===== src/rtl/lsu_align.sv =====
// Load/store alignment unit between the EX/MEM register and the data memory.
// Macro LSU_MISALIGN_EN: split misaligned accesses into byte ops; otherwise force-align and flag them.
module lsu_align (
    input  logic        clk,
    input  logic        nrst,
    input  logic        req_valid,
    input  logic [2:0]  req_op,
    input  logic [10:0] req_addr,
    input  logic [31:0] req_wdata,
    output logic        busy,
    output logic        resp_valid,
    output logic [31:0] resp_rdata,
    output logic        misalign_err,
    output logic        mem_stall,
    output logic [2:0]  mem_op,
    output logic [10:0] mem_addr,
    output logic [31:0] mem_wdata,
    input  logic [31:0] mem_rdata
);

    // Opcode encodings mirror mem.vh; bit 2 clear means store.
    localparam logic [2:0] OP_SB = 3'b000;
    localparam logic [2:0] OP_SH = 3'b001;
    localparam logic [2:0] OP_SW = 3'b010;
    localparam logic [2:0] OP_LB = 3'b100;
    localparam logic [2:0] OP_LH = 3'b101;
    localparam logic [2:0] OP_LW = 3'b110;

    logic        is_load_s;
    logic        is_store_s;
    logic        is_access_s;
    logic        is_half_s;
    logic        is_word_s;
    logic        misalign_s;

    logic        load_pend_q;
    logic        load_pend_d;
    logic        resp_valid_s;
    logic [31:0] rdata_s;

    logic        busy_s;
    logic        err_s;
    logic        stall_s;
    logic [2:0]  op_s;
    logic [10:0] addr_s;
    logic [31:0] wdata_s;

    // Request decode and misalignment detect
    always_comb begin
        is_load_s   = (req_op == OP_LB) || (req_op == OP_LH) || (req_op == OP_LW);
        is_store_s  = (req_op == OP_SB) || (req_op == OP_SH) || (req_op == OP_SW);
        is_access_s = req_valid && (is_load_s || is_store_s);
        is_half_s   = (req_op == OP_LH) || (req_op == OP_SH);
        is_word_s   = (req_op == OP_LW) || (req_op == OP_SW);
        if (is_half_s) begin
            misalign_s = req_addr[0];
        end else if (is_word_s) begin
            misalign_s = (req_addr[1:0] != 2'b00);
        end else begin
            misalign_s = 1'b0;
        end
    end

`ifdef LSU_MISALIGN_EN
    typedef enum logic {
        ST_IDLE  = 1'b0,
        ST_SPLIT = 1'b1
    } state_e;

    state_e      state_q;
    state_e      state_d;
    logic [1:0]  idx_q;
    logic [1:0]  idx_d;
    logic [2:0]  op_q;
    logic [2:0]  op_d;
    logic [10:0] addr_q;
    logic [10:0] addr_d;
    logic [31:0] wdata_q;
    logic [31:0] wdata_d;
    logic [23:0] asm_q;
    logic [23:0] asm_d;
    logic        split_done_q;
    logic        split_done_d;
    logic        op_q_word_s;
    logic        last_s;
    logic [7:0]  wbyte_s;

    // Latched-op helpers: word/halfword, final byte index, current store byte
    always_comb begin
        op_q_word_s = (op_q == OP_LW) || (op_q == OP_SW);
        last_s      = (idx_q == (op_q_word_s ? 2'd3 : 2'd1));
        case (idx_q)
            2'd0:    wbyte_s = wdata_q[7:0];
            2'd1:    wbyte_s = wdata_q[15:8];
            2'd2:    wbyte_s = wdata_q[23:16];
            default: wbyte_s = wdata_q[31:24];
        endcase
    end

    // Split FSM next state and memory-side request
    always_comb begin
        state_d      = state_q;
        idx_d        = idx_q;
        op_d         = op_q;
        addr_d       = addr_q;
        wdata_d      = wdata_q;
        asm_d        = asm_q;
        split_done_d = 1'b0;
        load_pend_d  = 1'b0;
        busy_s       = 1'b0;
        err_s        = 1'b0;
        stall_s      = 1'b1;
        op_s         = OP_LW;
        addr_s       = 11'h000;
        wdata_s      = 32'h0000_0000;
        case (state_q)
            ST_IDLE: begin
                if (is_access_s && misalign_s) begin
                    op_d    = req_op;
                    addr_d  = req_addr;
                    wdata_d = req_wdata;
                    idx_d   = 2'd1;
                    state_d = ST_SPLIT;
                    busy_s  = 1'b1;
                    stall_s = 1'b0;
                    op_s    = is_load_s ? OP_LB : OP_SB;
                    addr_s  = req_addr;
                    wdata_s = {24'h00_0000, req_wdata[7:0]};
                end else if (is_access_s) begin
                    stall_s     = 1'b0;
                    op_s        = req_op;
                    addr_s      = req_addr;
                    wdata_s     = req_wdata;
                    load_pend_d = is_load_s;
                end else begin
                    stall_s = 1'b1;
                end
            end
            ST_SPLIT: begin
                stall_s = 1'b0;
                op_s    = op_q[2] ? OP_LB : OP_SB;
                addr_s  = addr_q + {9'h000, idx_q};
                wdata_s = {24'h00_0000, wbyte_s};
                // mem_rdata now carries the byte issued last cycle (lane idx-1)
                if (op_q[2]) begin
                    case (idx_q)
                        2'd1:    asm_d[7:0]   = mem_rdata[7:0];
                        2'd2:    asm_d[15:8]  = mem_rdata[7:0];
                        2'd3:    asm_d[23:16] = mem_rdata[7:0];
                        default: asm_d        = asm_q;
                    endcase
                end else begin
                    asm_d = asm_q;
                end
                if (last_s) begin
                    state_d      = ST_IDLE;
                    idx_d        = 2'd0;
                    split_done_d = op_q[2];
                end else begin
                    busy_s = 1'b1;
                    idx_d  = idx_q + 2'd1;
                end
            end
            default: begin
                state_d = ST_IDLE;
                idx_d   = 2'd0;
            end
        endcase
    end

    // Split FSM and latched request registers
    always_ff @(posedge clk or negedge nrst) begin
        if (!nrst) begin
            state_q      <= ST_IDLE;
            idx_q        <= 2'd0;
            op_q         <= OP_LW;
            addr_q       <= 11'h000;
            wdata_q      <= 32'h0000_0000;
            asm_q        <= 24'h00_0000;
            split_done_q <= 1'b0;
        end else begin
            state_q      <= state_d;
            idx_q        <= idx_d;
            op_q         <= op_d;
            addr_q       <= addr_d;
            wdata_q      <= wdata_d;
            asm_q        <= asm_d;
            split_done_q <= split_done_d;
        end
    end

    // Load response: split reassembly with the final byte taken live, or aligned pass-through
    always_comb begin
        resp_valid_s = load_pend_q | split_done_q;
        if (split_done_q) begin
            if (op_q_word_s) begin
                rdata_s = {mem_rdata[7:0], asm_q};
            end else begin
                rdata_s = {{16{mem_rdata[7]}}, mem_rdata[7:0], asm_q[7:0]};
            end
        end else if (load_pend_q) begin
            rdata_s = mem_rdata;
        end else begin
            rdata_s = 32'h0000_0000;
        end
    end
`else
    // Single-cycle issue; misaligned accesses are forced to natural alignment and flagged
    always_comb begin
        load_pend_d = 1'b0;
        busy_s      = 1'b0;
        err_s       = 1'b0;
        stall_s     = 1'b1;
        op_s        = OP_LW;
        addr_s      = 11'h000;
        wdata_s     = 32'h0000_0000;
        if (is_access_s) begin
            stall_s     = 1'b0;
            op_s        = req_op;
            wdata_s     = req_wdata;
            load_pend_d = is_load_s;
            err_s       = misalign_s;
            if (is_word_s) begin
                addr_s = {req_addr[10:2], 2'b00};
            end else if (is_half_s) begin
                addr_s = {req_addr[10:1], 1'b0};
            end else begin
                addr_s = req_addr;
            end
        end else begin
            stall_s = 1'b1;
        end
    end

    // Load response: memory data passes straight through
    always_comb begin
        resp_valid_s = load_pend_q;
        if (load_pend_q) begin
            rdata_s = mem_rdata;
        end else begin
            rdata_s = 32'h0000_0000;
        end
    end
`endif

    // Aligned-load pending flag: response lands the cycle after issue
    always_ff @(posedge clk or negedge nrst) begin
        if (!nrst) begin
            load_pend_q <= 1'b0;
        end else begin
            load_pend_q <= load_pend_d;
        end
    end

    // Outputs are combinational, so hold them at reset values while nrst is low
    always_comb begin
        if (!nrst) begin
            busy         = 1'b0;
            resp_valid   = 1'b0;
            resp_rdata   = 32'h0000_0000;
            misalign_err = 1'b0;
            mem_stall    = 1'b1;
            mem_op       = OP_LW;
            mem_addr     = 11'h000;
            mem_wdata    = 32'h0000_0000;
        end else begin
            busy         = busy_s;
            resp_valid   = resp_valid_s;
            resp_rdata   = rdata_s;
            misalign_err = err_s;
            mem_stall    = stall_s;
            mem_op       = op_s;
            mem_addr     = addr_s;
            mem_wdata    = wdata_s;
        end
    end

endmodule


===== config.mk =====
export PLATFORM = sky130hd
export DESIGN_NAME = lsu_align
export DESIGN_NICKNAME = d
export VERILOG_FILES = /design/src/rtl/lsu_align.sv
export SDC_FILE = /design/constraint.sdc
export NUM_CORES = 1
export LEC_CHECK = 0
export ABC_AREA = 0
export CAP_MARGIN = 10
export CORE_ASPECT_RATIO = 0.8
export CORE_MARGIN = 5
export CORE_UTILIZATION = 18
export DETAILED_ROUTE_END_ITERATION = 10
export HOLD_SLACK_MARGIN = 0.05
export PLACE_DENSITY = 0.89
export RECOVER_POWER = 25
export REMOVE_ABC_BUFFERS = 1
export SLEW_MARGIN = 20
export SYNTH_ARGS = -nofsm -noshare
export SYNTH_HDL_FRONTEND = slang
export SYNTH_SLANG_ARGS = --single-unit

===== constraint.sdc =====
create_clock -name clk -period 2.2 [get_ports clk]
set_input_delay 0.33 -clock clk [delete_from_list [all_inputs] [get_ports clk]]
set_output_delay 0.33 -clock clk [all_outputs]
set_load 0.05 [all_outputs]

==> metrics.txt <==
Leak=1.305 nW; Ports=163; area of the multi-input gates=550.5 um2; Slew Viols, Final=0; delay of the slowest critical-path stage=640 ps; Slew @ Worst Pin=703.4 ps; Antenna diodes=0; Routed Antenna Nets=0; Worst path top cell family by delay=buffers and inverters; relative slew slack=53.11%; cts repair resizes=0; port bufs=161; worst hold path type=in -> async; Inst Count DP=297; MaxCap Viol Count=0; sequential cell area fraction in the yosys report=3.781%; Post-CTS Hold Buffers=0; unrepaired setup endpoints after global routing=false; register area=about 25 um2; gpl congestion=0.8016; final-report hold violation count=0; DR WL/cell=18.65 um; Initial Utilization=18.94%; PD cells=205.9 nW/um2; kind of critical path=in -> out; Synth-to-Final Area Change=331.6%; CP Cell Sequence=dlygate4sd3_1 -> nand3b_1 -> nor3b_1 -> buf_12; WP depth=4; number of core rows=19; share of cells above drive strength 1=32.94%; Vias=1321; Die Wd=slightly below 80 um; run status=complete, no violations; gr ovfl total=0; hold slack=855.3 ps; Yosys cell types=17; Die Area=4997 um2; arrival time at the worst endpoint=1840 ps; overall routing resource usage=20.63%; CP max FO=5; first-pass GRT wire length=8183 um; cells after synthesis=~100; crit path from=req_op[1]; Setup WS post-layout=33.65 ps; Top Registers=load_pend_q x1; CP max-delay cell=dlygate4sd3_1; Fillers=approximately 180; min Tclk post-route=2166 ps; Buf/Inv on CP=2; DRT iter0 DRCs=32; VDD IR max=between 100 and 150 uV; vias in the first global route=~1500; core area=about 3500 um2; Final nets=338; Yosys reg bits=1; fin cells=297; setup violators final=0; Max Clk Rate=0.4616 GHz; Post-CTS Setup Inserts=0; drt drc=0; Worst Path Required=1870 ps; number of flip-flops in the largest register=1; largest net degree at the start of global routing=43; mapped cell area=661.9 um2; WL final=between 5000 and 6000 um; DP Worst Slack=146.5 ps; Reg with most FFs=load_pend_q; initial antenna violation count=0; Worst Setup End Kind=output pin; HPWL Detailed=4977 um; Avg Inst Size Synth=6.489 um2; Die Ht=approximately 64 um; Synth Warn #=0; Worst-path clk slew=0 ps; Final Core Density=81.74%; final worst-path cycle share=98.47%; startpoint types=input pin; DR pass1 iterations=4; drt via density=roughly 4.4
## through the flow
stage	setup TNS (ps)	total power [mW]	cell area [um2]
6_report	0	0.5883	2856
5_1_grt	0	0.6109	2856
4_1_cts	0	0.6166	3084
3_5_place_dp	0	0.6152	3084
3_3_place_gp	0	0.6029	3084
2_1_floorplan	-305.0	0.2344	586.8
## final cells by class
class                   count  share of cell area [%]
flip-flops and latches      1                  0.8760
repair buffers            164                   77.62
well taps                  42                   1.840
inverters                   3                  0.3942
multi-input cells          87                   19.27
## cell families (layout without fill, tap and decap cells)
group	count (synthesis)	count (layout)	share of synthesized area, %
compound gates	3	3	4.348
buf+inv	14	167	13.04
flops	1	1	3.780
other cells	1	1	0.5666
simple gates	83	83	78.26
## worst paths after layout
kind | endpoint | slack, ps
min in group clk | load_pend_q$_DFF_PN0_ | 970
max in group asynchronous | load_pend_q$_DFF_PN0_ | 1150
worst max-delay path | mem_addr[0] | 30
worst min-delay path | load_pend_q$_DFF_PN0_ | 860
## cells in the final DEF (no fill, tap or decap)
| master | Yosys | layout |
|---|---|---|
| buf_12 | 0 | 66 |
| nor2_1 | 2 | 2 |
| clkbuf_1 | 6 | 2 |
| nand4b_1 | 1 | 1 |
| and2_0 | 0 | 1 |
| conb_1 | 1 | 1 |
| inv_1 | 3 | 3 |
| and2_1 | 42 | 41 |
| clkbuf_2 | 0 | 13 |
| dlygate4sd3_1 | 0 | 2 |
| o211ai_1 | 1 | 1 |
| buf_4 | 1 | 3 |
| and3_1 | 33 | 33 |
| nand2_1 | 1 | 1 |
| nor3b_1 | 1 | 1 |
| dfrtp_1 | 1 | 1 |
| nand3b_1 | 2 | 2 |
| clkdlybuf4s50_1 | 0 | 78 |
| nand2_2 | 1 | 1 |
| a21oi_4 | 1 | 1 |
| a21oi_1 | 1 | 1 |
## power by group
part           leakage [nW]  switching [mW]  internal (mW)
combinational          1.29           0.265          0.298
clock                     0               0              0
sequential           0.0132         0.00605         0.0196
## synth_stat cells
master	n	area (um2)
buf_4	1	7.510
nor2_1	2	7.510
nand2_1	1	3.750
buf_6	4	45.04
nand2_2	1	6.260
o211ai_1	1	7.510
nor3b_1	1	7.510
and2_1	42	262.8
clkbuf_1	6	22.52
nand3b_1	2	15.01
nand4b_1	1	8.760
a21oi_1	1	5.000
conb_1	1	3.750
dfrtp_1	1	25.02
and3_1	33	206.5
a21oi_4	1	16.27
inv_1	3	11.26
## routing by layer
layer  wire, um  vias to the layer above  GRT usage [%]
li1           -                      640              -
met1       1686                      615          19.21
met2       3467                       56          45.52
met3        271                       10          3.652
met4        113                        0          3.433
met5          0                        -              0
No activity file was read; power rests on OpenSTA's default activity.
